<file path="src/rtl/pc_fetch_unit.sv">
// rtl/pc_fetch_unit.sv - PC/fetch stage with req/ack fetch and valid/ready decode handoff; BRANCH_STATS_EN adds retire/taken counters
module pc_fetch_unit #(
  parameter int              XLEN     = 32,
  parameter logic [XLEN-1:0] RESET_PC = 32'h0000_0000,
  parameter logic [XLEN-1:0] TRAP_PC  = 32'h0000_0100
) (
  input  logic            clk,
  input  logic            rst,
  input  logic            NextPCSrc,
  input  logic [XLEN-1:0] ALURes,
  output logic            IMemReq,
  output logic [XLEN-1:0] IMemAddr,
  input  logic            IMemAck,
  input  logic [31:0]     IMemRData,
  output logic [31:0]     Inst,
  output logic [XLEN-1:0] PC,
  output logic [XLEN-1:0] PCPlus4,
  output logic            InstValid,
  input  logic            InstReady,
  output logic            MisalignTrap
`ifdef BRANCH_STATS_EN
  ,
  output logic [31:0]     RetireCnt,
  output logic [31:0]     TakenCnt
`endif
);

  localparam logic [31:0] NOP = 32'h0000_0013;

  typedef enum logic {S_REQ, S_VALID} state_t;

  state_t          state, state_next;
  logic [XLEN-1:0] pc_q, pc_next;
  logic [31:0]     inst_q;
  logic            trap_q;
  logic            fetch_done, retire, taken, misalign;

  always_ff @(posedge clk) begin
    if (rst) state <= S_REQ;
    else     state <= state_next;
  end

  // Request is forced low while reset is held so the reset-state outputs are quiet.
  always_comb begin
    state_next = state;
    IMemReq    = 1'b0;
    InstValid  = 1'b0;
    fetch_done = 1'b0;
    retire     = 1'b0;
    case (state)
      S_REQ: begin
        IMemReq = ~rst;
        if (IMemAck) begin
          fetch_done = 1'b1;
          state_next = S_VALID;
        end
      end
      S_VALID: begin
        InstValid = 1'b1;
        if (InstReady) begin
          retire     = 1'b1;
          state_next = S_REQ;
        end
      end
      default: state_next = S_REQ;
    endcase
  end

  assign PCPlus4  = pc_q + XLEN'(4);
  assign taken    = retire & NextPCSrc;
  assign misalign = taken & (ALURes[1:0] != 2'b00);
  assign pc_next  = misalign ? TRAP_PC : (taken ? ALURes : PCPlus4);

  always_ff @(posedge clk) begin
    if (rst) begin
      pc_q   <= RESET_PC;
      inst_q <= NOP;
      trap_q <= 1'b0;
    end else begin
      trap_q <= misalign;
      if (fetch_done) inst_q <= IMemRData;
      if (retire)     pc_q   <= pc_next;
    end
  end

  assign IMemAddr     = pc_q;
  assign PC           = pc_q;
  assign Inst         = inst_q;
  assign MisalignTrap = trap_q;

`ifdef BRANCH_STATS_EN
  always_ff @(posedge clk) begin
    if (rst) begin
      RetireCnt <= 32'd0;
      TakenCnt  <= 32'd0;
    end else begin
      if (retire) RetireCnt <= RetireCnt + 32'd1;
      if (taken)  TakenCnt  <= TakenCnt + 32'd1;
    end
  end
`endif

endmodule

</file>
<file path="config.mk">
export PLATFORM = sky130hd
export DESIGN_NAME = pc_fetch_unit
export DESIGN_NICKNAME = d
export VERILOG_FILES = /design/src/rtl/pc_fetch_unit.sv
export SDC_FILE = /design/constraint.sdc
export NUM_CORES = 1
export LEC_CHECK = 0
export CORE_UTILIZATION = 42
export DETAILED_ROUTE_END_ITERATION = 16
export HOLD_SLACK_MARGIN = 0.1
export PLACE_DENSITY = 0.83
export RECOVER_POWER = 100
export SETUP_SLACK_MARGIN = 0.2
export SLEW_MARGIN = 20
export SYNTH_ARGS = -nofsm -noshare
export SYNTH_HDL_FRONTEND = slang
export SYNTH_SLANG_ARGS = --single-unit
</file>
<file path="constraint.sdc">
create_clock -name clk -period 6 [get_ports clk]
set_input_delay 1.5 -clock clk [delete_from_list [all_inputs] [get_ports clk]]
set_output_delay 1.5 -clock clk [all_outputs]
set_load 0.005 [all_outputs]
</file>
# Yosys cells after proc, flatten, opt, wreduce, memory -nomap -nowiden

Index checks and enable logic that the tools add are counted.

Bits in registers: 66
Latch bits: 0
RAM bits: 0
ROM bits: 0
Input bits: 69
Output and inout bits: 131
Logic and storage cells: 20
Memories: 0

Add/sub/neg operators: 1
$mul: 0
Divide/modulo/power cells: 0
$lt $le $gt $ge: 0
Equality and inequality tests: 0
Shift operators: 0
Mux-type cells: 10
Bitwise gates (word level): 4
Reductions and logical operators: 1

Operators by type and width:

| kind                  | number |
|---|---|
| $mux 32               | 2 |
| $add 32x3->32 const B | 1 |
| $mux 1                | 7 |
| $and 1x1->1           | 2 |
| $not 1->1             | 2 |
| $pmux 1 s2            | 1 |
| $reduce_bool 2->1     | 1 |

# Depth between registers and ports, before layout

Depth in word-level cells: 5
Mapped depth: 7
Mapped depth without buffers: 6

# Worst setup path before layout

OpenSTA, ideal clock, no wires.

Kind: in2out
Start: in rst
End: out IMemReq
Arrival: 2.097 ns
Required time: 4.500 ns
Setup slack: 2.403 ns
Cell stages on the path: 3
Path buffers: 2
Cells stage by stage: clkbuf_1 -> clkbuf_1 -> nor2_1

Cells in the longest elaborated chain, start to end: 2

RTL lines:

| item               | line | source |
|---|---|---|
| start: declaration | 8    | `input logic rst,` |
| $not 1->1          | 52   | `IMemReq = ~rst;` |
| $mux 1             | 50   | `case (state)` |
| end: declaration   | 11   | `output logic IMemReq,` |

Every way passes these cells.

# Worst setup path in the final report

Start: reg pc_q[9], in the netlist IMemAddr[9]
End: out PCPlus4[17]

Cells in the longest elaborated chain, start to end: 1

RTL lines:

| item                     | line | source |
|---|---|---|
| start: declaration       | 33   | `logic [XLEN-1:0] pc_q, pc_next;` |
| start signal: assignment | 82   | `if (retire) pc_q <= pc_next;` |
| $add 32x3->32            | 69   | `assign PCPlus4 = pc_q + XLEN'(4);` |
| end: declaration         | 17   | `output logic [XLEN-1:0] PCPlus4,` |

Every way passes these cells.

==> flow_metrics.env <==
export IMPL_grt_pass1_wl_um=17400
export IMPL_dp_hpwl_um=8450
export IMPL_finalSetupTns_ns=0
export IMPL_antenna_found_initial=1
export IMPL_fp_dieW_um=94.9
export IMPL_cp_max_fo=16
export IMPL_p_leak_nw=2.42
export IMPL_fin_crit_ns=4.99
export IMPL_clock_sinks=66
export IMPL_ys_warn_count=0
export IMPL_critPathArrivalTime_ns=3.49
export IMPL_irDropWorstVdd_uv=119
export IMPL_drt_pass1_iter_count=5
export IMPL_crit_start="IMemAddr[9]"
export IMPL_setup_viol=0
export IMPL_power_internal_mw=0.735
export IMPL_die_area_sq_mm=0.00900
export IMPL_yosysMostFrequentCell="nand2_1"
export IMPL_timing_final_hold_violations=0
export IMPL_cellPowerDensity_mw_per_mm2=180
export IMPL_overflow=0
export IMPL_port_buffers=199
export IMPL_worst_setup_path_end_kind="primary output"
export IMPL_num_rows=33
export IMPL_routed_wirelength_um=11400
export IMPL_syn_inst=461
export IMPL_cts_root_buf="clkbuf_8"
export IMPL_comb_power_share_pct=13.6
export IMPL_crit_path_cell_trace="nand4_1, nor4b_2, nand3_1, xnor2_1, dlygate4sd3_1"
export IMPL_violations="capacitance limit, slew limit"
export IMPL_power_share_switching_pct=25.6
export IMPL_drc=0
export IMPL_p_sw_mw=0.253
export IMPL_clkLatencyLatePin_ns=0.35
export IMPL_pwr_share_seq_pct=46.9
export IMPL_gp_congestion=0.841
export IMPL_p_clk_share_pct=39.5
export IMPL_synthTopCellsByArea="dfxtp_1, nand2_1, buf_4, a21oi_1, xnor2_1"
export IMPL_maxCapViolations=3
export IMPL_slew_viol_final=107
export IMPL_drive_gt1_share_pct=4.30
export IMPL_cts_resized_gates=0
export IMPL_grt_use_total_pct=25.2
export IMPL_rr_startpoint="IMemAddr[9]"
export IMPL_rsz0062_at_grt="false"
export IMPL_worst_path_max_delay_cell="nor4b_2"
export IMPL_required_ns=4.50
export IMPL_area_delta_synth_final_pct=52.0
export IMPL_max_slew_margin_pct=-37.1
export IMPL_synthArstFlopShare_pct=0
export IMPL_synth_top_cell_area_share_pct=36.5
export IMPL_grt_max_degree=46
export IMPL_power_mw=0.989
export IMPL_cts_tree="yes"
export IMPL_avgSynthCellArea_sq_um=7.85
export IMPL_vias=3904
export IMPL_hold_class="flop to flop"
export IMPL_hold_path_startpoint="Inst[31]"
export IMPL_synth_seq_cells=66
export IMPL_yosys_area_top_type="dfxtp_1"
export IMPL_fp_dieH_um=94.9
export IMPL_synth_commonest_cells="nand2_1, dfxtp_1, a21oi_1"
export IMPL_synth_edff_count=0
export IMPL_fin_crit_sh_pct=83.1
export IMPL_crit_type="flop to primary output"
export IMPL_yosysSeqAreaShare_pct=36.5
export IMPL_synthDistinctLibCells=51
export IMPL_cts_clk_slew_worst_paths_ns=0.07
export IMPL_final_nets=670
export IMPL_fmax_ghz=0.201
export IMPL_cts_buffers=9
export IMPL_syn_cell_area_sq_mm=0.00362
export IMPL_wl_per_cell_um=16.1
export IMPL_max_stage_delay_ns=1.19
export IMPL_routed_via_density=5.49
export IMPL_worst_pin_slew_ns=2.05
export IMPL_synth_main_ff_cell="dfxtp_1"
export IMPL_cts_buffer_depth=2
export IMPL_drt_iter0_markers=242
export IMPL_hold_buffers=0
export IMPL_h_tree_depth=3
export IMPL_post_route_worst_setup_slack_ns=1.01
export IMPL_ioPinCount=200
export IMPL_cts_setup_buffers=0
export IMPL_status="finished, violations left"
export IMPL_synth_nets=531
export IMPL_core_sq_mm=0.00830
export IMPL_fin_skew_ns=0.0138
export IMPL_ant_nets=0
export IMPL_initial_core_util_pct=43.6
export IMPL_pre_cts_ws_ns=1.84
export IMPL_grt_pass1_vias=3527
export IMPL_start_kind="flop"
[power by group through the flow]
stage	Clock [mW]	Sequential [mW]	Combinational [mW]
final	0.391	0.464	0.134
after detailed placement	0	0.475	0.141
after CTS	0.395	0.465	0.142
after global routing	0.418	0.466	0.146
after global placement	0	0.474	0.139
after floorplan	0	0.474	0.0486
[per-stage QoR]
step	hold WS (ns)	std cells	instance area [sq um]	utilization (%)
5_1_grt	0.470	711	5500	66.3
6_report	0.452	711	5500	66.3
4_1_cts	0.456	710	5530	66.7
3_3_place_gp	0.441	694	5330	64.2
2_1_floorplan	0.453	461	3620	-
3_5_place_dp	0.446	694	5330	64.2
[layout make-up]
| cell class | count | area [sq um] |
|---|---|---|
| Tap cell | 105 | 131 |
| Fill cell | 696 | 2800 |
| Timing Repair Buffer | 199 | 1990 |
| Antenna cell | 1 | 2.50 |
| Clock buffer | 10 | 138 |
| Clock inverter | 6 | 65.1 |
| Inverter | 5 | 18.8 |
| Multi-Input combinational cell | 319 | 1840 |
| Sequential cell | 66 | 1320 |
[worst paths after layout]
kind / endpoint / cells after the start / slack (ns)
worst min-delay path: Inst[31] / 2 / 0.45
worst max register to register: IMemAddr[21] / 5 / 3.11
worst min register to register: Inst[31] / 2 / 0.45
worst max-delay path: PCPlus4[17] / 5 / 1.01
[registers in the layout (all words and copies together) (netlist names)]
register	cells
state	1
Inst	32
IMemAddr	32
MisalignTrap	1
[critical path: cells and delay by family, from the launching register on]
| kind | cells | cell delay [ns] |
|---|---|---|
| AND/OR/NAND/NOR | 3 | 1.75 |
| buffers and inverters | 1 | 0.59 |
| flip-flops | 1 | 0.56 |
| XOR/XNOR | 1 | 0.24 |
[cell families (layout without fill, tap and decap cells)]
family	count (synthesis)	in the layout	synth area share [%]
xor+xnor	28	28	6.98
flops	66	66	36.5
mux	7	7	1.94
other cells	0	1	0
simple gates	181	181	24.9
fa+ha+maj	1	1	0.345
compound gates	102	102	17.2
buf+inv	76	220	12.1
[cell usage in the layout, fill, tap and decap left out, types with 2 or more instances in the layout]
cell type	n
inv_1	5
and3_2	2
a21oi_1	41
nand3_1	10
a32oi_1	2
and4_1	4
nand3b_1	3
dlygate4sd3_1	129
xnor2_1	20
a22oi_1	7
o22ai_1	5
nor3_1	10
nor4_1	2
clkdlybuf4s50_1	69
nand2_1	88
a21o_1	6
mux2i_1	7
o21ai_0	23
clkbuf_8	10
a221o_1	3
and3_1	4
nor2_1	23
o21a_1	2
nand2b_1	3
nand4_1	17
nor3b_1	3
or3_1	2
clkinv_2	2
xor2_1	7
a22o_1	5
dfxtp_1	66
[per-layer routing]
layer  track usage [%]  share of wire (%)  up-vias
li1                  -                  -     1845
met1              28.4                 38     1813
met2              42.8                 49      223
met3              7.57                 11       23
met4              13.3                2.4        0
met5                 0                  0        -
(Power assumes the default switching activity.)
==> variant: new RTL, same flow settings <==
`XLEN`: 32 -> 24.
--- a/src/rtl/pc_fetch_unit.sv
+++ b/src/rtl/pc_fetch_unit.sv
@@ -2,3 +2,3 @@
 module pc_fetch_unit #(
-  parameter int              XLEN     = 32,
+  parameter int              XLEN     = 24,
   parameter logic [XLEN-1:0] RESET_PC = 32'h0000_0000,
Ports: changed (resized ALURes, IMemAddr, PC and PCPlus4); port bits go from 200 to 168. No check against the original RTL was run, so the function may have changed too.
==> variant against the original RTL <==
- area after synthesis fell by 15%
- wire length fell by 21%
- register-to-register slack improved by 0.50 ns
- final area fell by 14%
- setup slack improved by 0.41 ns
- sequential cell count fell by 8
- first-iteration DRC count fell by 29%
- highest routed layer unchanged
- the flow still finishes with violations (capacitance limit, slew limit)
- total power fell by 7.0%
- critical endpoint is now PCPlus4[16]
- critical path type unchanged
==> variant: results (changes against the original RTL) <==
| Metric | Value |
|---|---|
| Status | `finished with violations (unchanged)` |
| Violated checks | `capacitance limit, slew limit (unchanged)` |
| Sequential area share after synthesis | `37.8% (was 36.5%)` |
| Vias in the first global route | `2947 (was 3527)` |
| Final Skew | `0.00691 ns (was 0.0138 ns)` |
| Cts repair resizes | `0 (unchanged)` |
| Drt initial violations | `172 (was 242)` |
| WP data arrival | `3.08 ns (was 3.49 ns)` |
| Switching part of the total power | `23.4% (was 25.6%)` |
| Synth cell types | `49 (was 51)` |
| CP peak stage delay | `0.75 ns (was 1.19 ns)` |
| Slew Limit Fails | `76 (was 107)` |
| CP Max Fanout | `8 (was 16)` |
| Max_cap viols | `2 (was 3)` |
| Largest net degree at the start of global routing | `43 (was 46)` |
| Routed len/inst | `14.8 µm (was 16.1 µm)` |
| Overall routing resource usage | `24.1% (was 25.2%)` |
| DP HPWL | `6.58 mm (was 8.45 mm)` |
| Worst slew pin tran | `2.01 ns (was 2.05 ns)` |
| Diodes inserted | `0 (was 1)` |
| Xor/xnor share of the synthesized area | `5.71% (was 6.98%)` |
| Number of buffers added on ports | `167 (was 199)` |
| Max reg flops | `32` |
| Syn_nets | `449 (was 531)` |
| Synth Flop Type | `dfxtp_1 (unchanged)` |
| Cells after Synth | `387 (was 461)` |
| Adder-Cell Fraction of Synth Area | `0.408% (was 0.346%)` |
| Layout Nets | `574 (was 670)` |
| First-pass GRT wire length | `14.4 mm (was 17.4 mm)` |
| Root buffer cell | `clkbuf_8 (unchanged)` |
| Worst slack, placed | `1.93 ns (was 1.84 ns)` |
| Initial antenna violation count | `0 (was 1)` |
| Leakage Power | `0.00195 µW (was 0.00242 µW)` |
| Max Root-Sink Buffers | `2 (unchanged)` |
| Setup repair bufs after CTS | `0 (unchanged)` |
| Dpl cells | `597 (was 694)` |
| Area fraction in compound gates after synthesis | `19.7% (was 17.2%)` |
| Post-Route WL | `9.07 mm (was 11.4 mm)` |
| Top cells by count, synth | `nand2_1 (78), dfxtp_1 (58), a21oi_1 (42) (was nand2_1 (88), dfxtp_1 (66), a21oi_1 (41))` |
| Yosys Warn Count | `0 (unchanged)` |
| Later-pin clock latency in the skew report | `0.32 ns (was 0.35 ns)` |
| Mux share of post-synthesis cell area | `0.326% (was 1.94%)` |
| Largest cells by area after synthesis | `dfxtp_1 (38%), nand2_1 (9.5%), buf_4 (7.1%) (was dfxtp_1 (36%), nand2_1 (9.1%), buf_4 (7.3%))` |
| Critical-path top delay cell | `nor3_1 (was nor4b_2)` |
| Reg clk slew, reported paths | `0.07 ns (about the same)` |
| Worst VDD drop | `0.127 mV (was 0.119 mV)` |
| Gp weighted congestion | `0.836 (was 0.841)` |
| Cts bufs inserted | `9 (unchanged)` |
| Routed vias | `3223 (was 3904)` |
| Layout cells sized above 1 | `4.26% (was 4.30%)` |
==> variant: cell types whose count changed after synthesis, sizes merged, moves of 6 or more <==
cell	delta
dfxtp	-8
buf	-7
a21o	-6
o2bb2ai	+7
mux2i	-6
xnor2	-9
clkbuf	-8
o21ai	-12
nor2	-7
nand2	-11
nand4	-10
==> variant: tightest hold or removal path, cell delays in order (launching register included) <==
cell and delay (ns):
dfxtp_1 0.30, nand2_1 0.05, a21oi_1 0.05
==> variant: area by class of cell <==
class                           count  area (µm²)
Sequential cell                    58        1160
Tap cell                           96         120
Clock inverter                      6        82.6
Multi-Input combinational cell    268        1540
Inverter                            5        18.8
Clock buffer                        9         124
Fill cell                         599        2170
Timing Repair Buffer              170        1690
==> variant: cells by family (layout without fill, tap and decap cells) <==
| kind of cell | Yosys count | count (layout) |
|---|---|---|
| muxes | 1 | 1 |
| AOI/OAI and AO/OA | 94 | 94 |
| xor gates and xnor gates | 20 | 20 |
| adders and majority gates | 1 | 1 |
| and+or+nand+nor | 152 | 152 |
| DFF | 58 | 58 |
| buffers and inverters | 61 | 190 |
==> variant: worst paths after layout <==
kind	start	endpoint	slack, ns	cells after the start
setup / recovery	IMemAddr[2]	PCPlus4[16]	1.42	6
hold / removal	Inst[7]	Inst[7]	0.45	2
setup reg to reg	state	Inst[28]	3.61	3
hold reg to reg	Inst[7]	Inst[7]	0.45	2
==> variant: metrics by stage <==
step / cell area, µm² / utilization (%) / total power [µW]
3_5_place_dp: 4560 / 66.0 / 553
2_1_floorplan: 3070 / - / 469
6_report: 4740 / 68.6 / 919
3_3_place_gp: 4550 / 65.9 / 550
5_1_grt: 4740 / 68.6 / 966
4_1_cts: 4770 / 69.0 / 941
==> variant: power by group through the flow <==
stage / logic [µW] / clock network (µW) / registers [µW]
after floorplan: 50.0 / 0 / 419
after global placement: 132 / 0 / 418
after detailed placement: 134 / 0 / 419
after CTS: 135 / 396 / 411
after global routing: 139 / 415 / 412
final: 127 / 383 / 410
==> variant: metal layers <==
layer,vias up,share of wire (%),global-route usage [%]
li1,1590,-,-
met1,1467,42,30.2
met2,143,49,39.3
met3,23,6.3,4.55
met4,0,2.8,12.5
met5,-,0,0
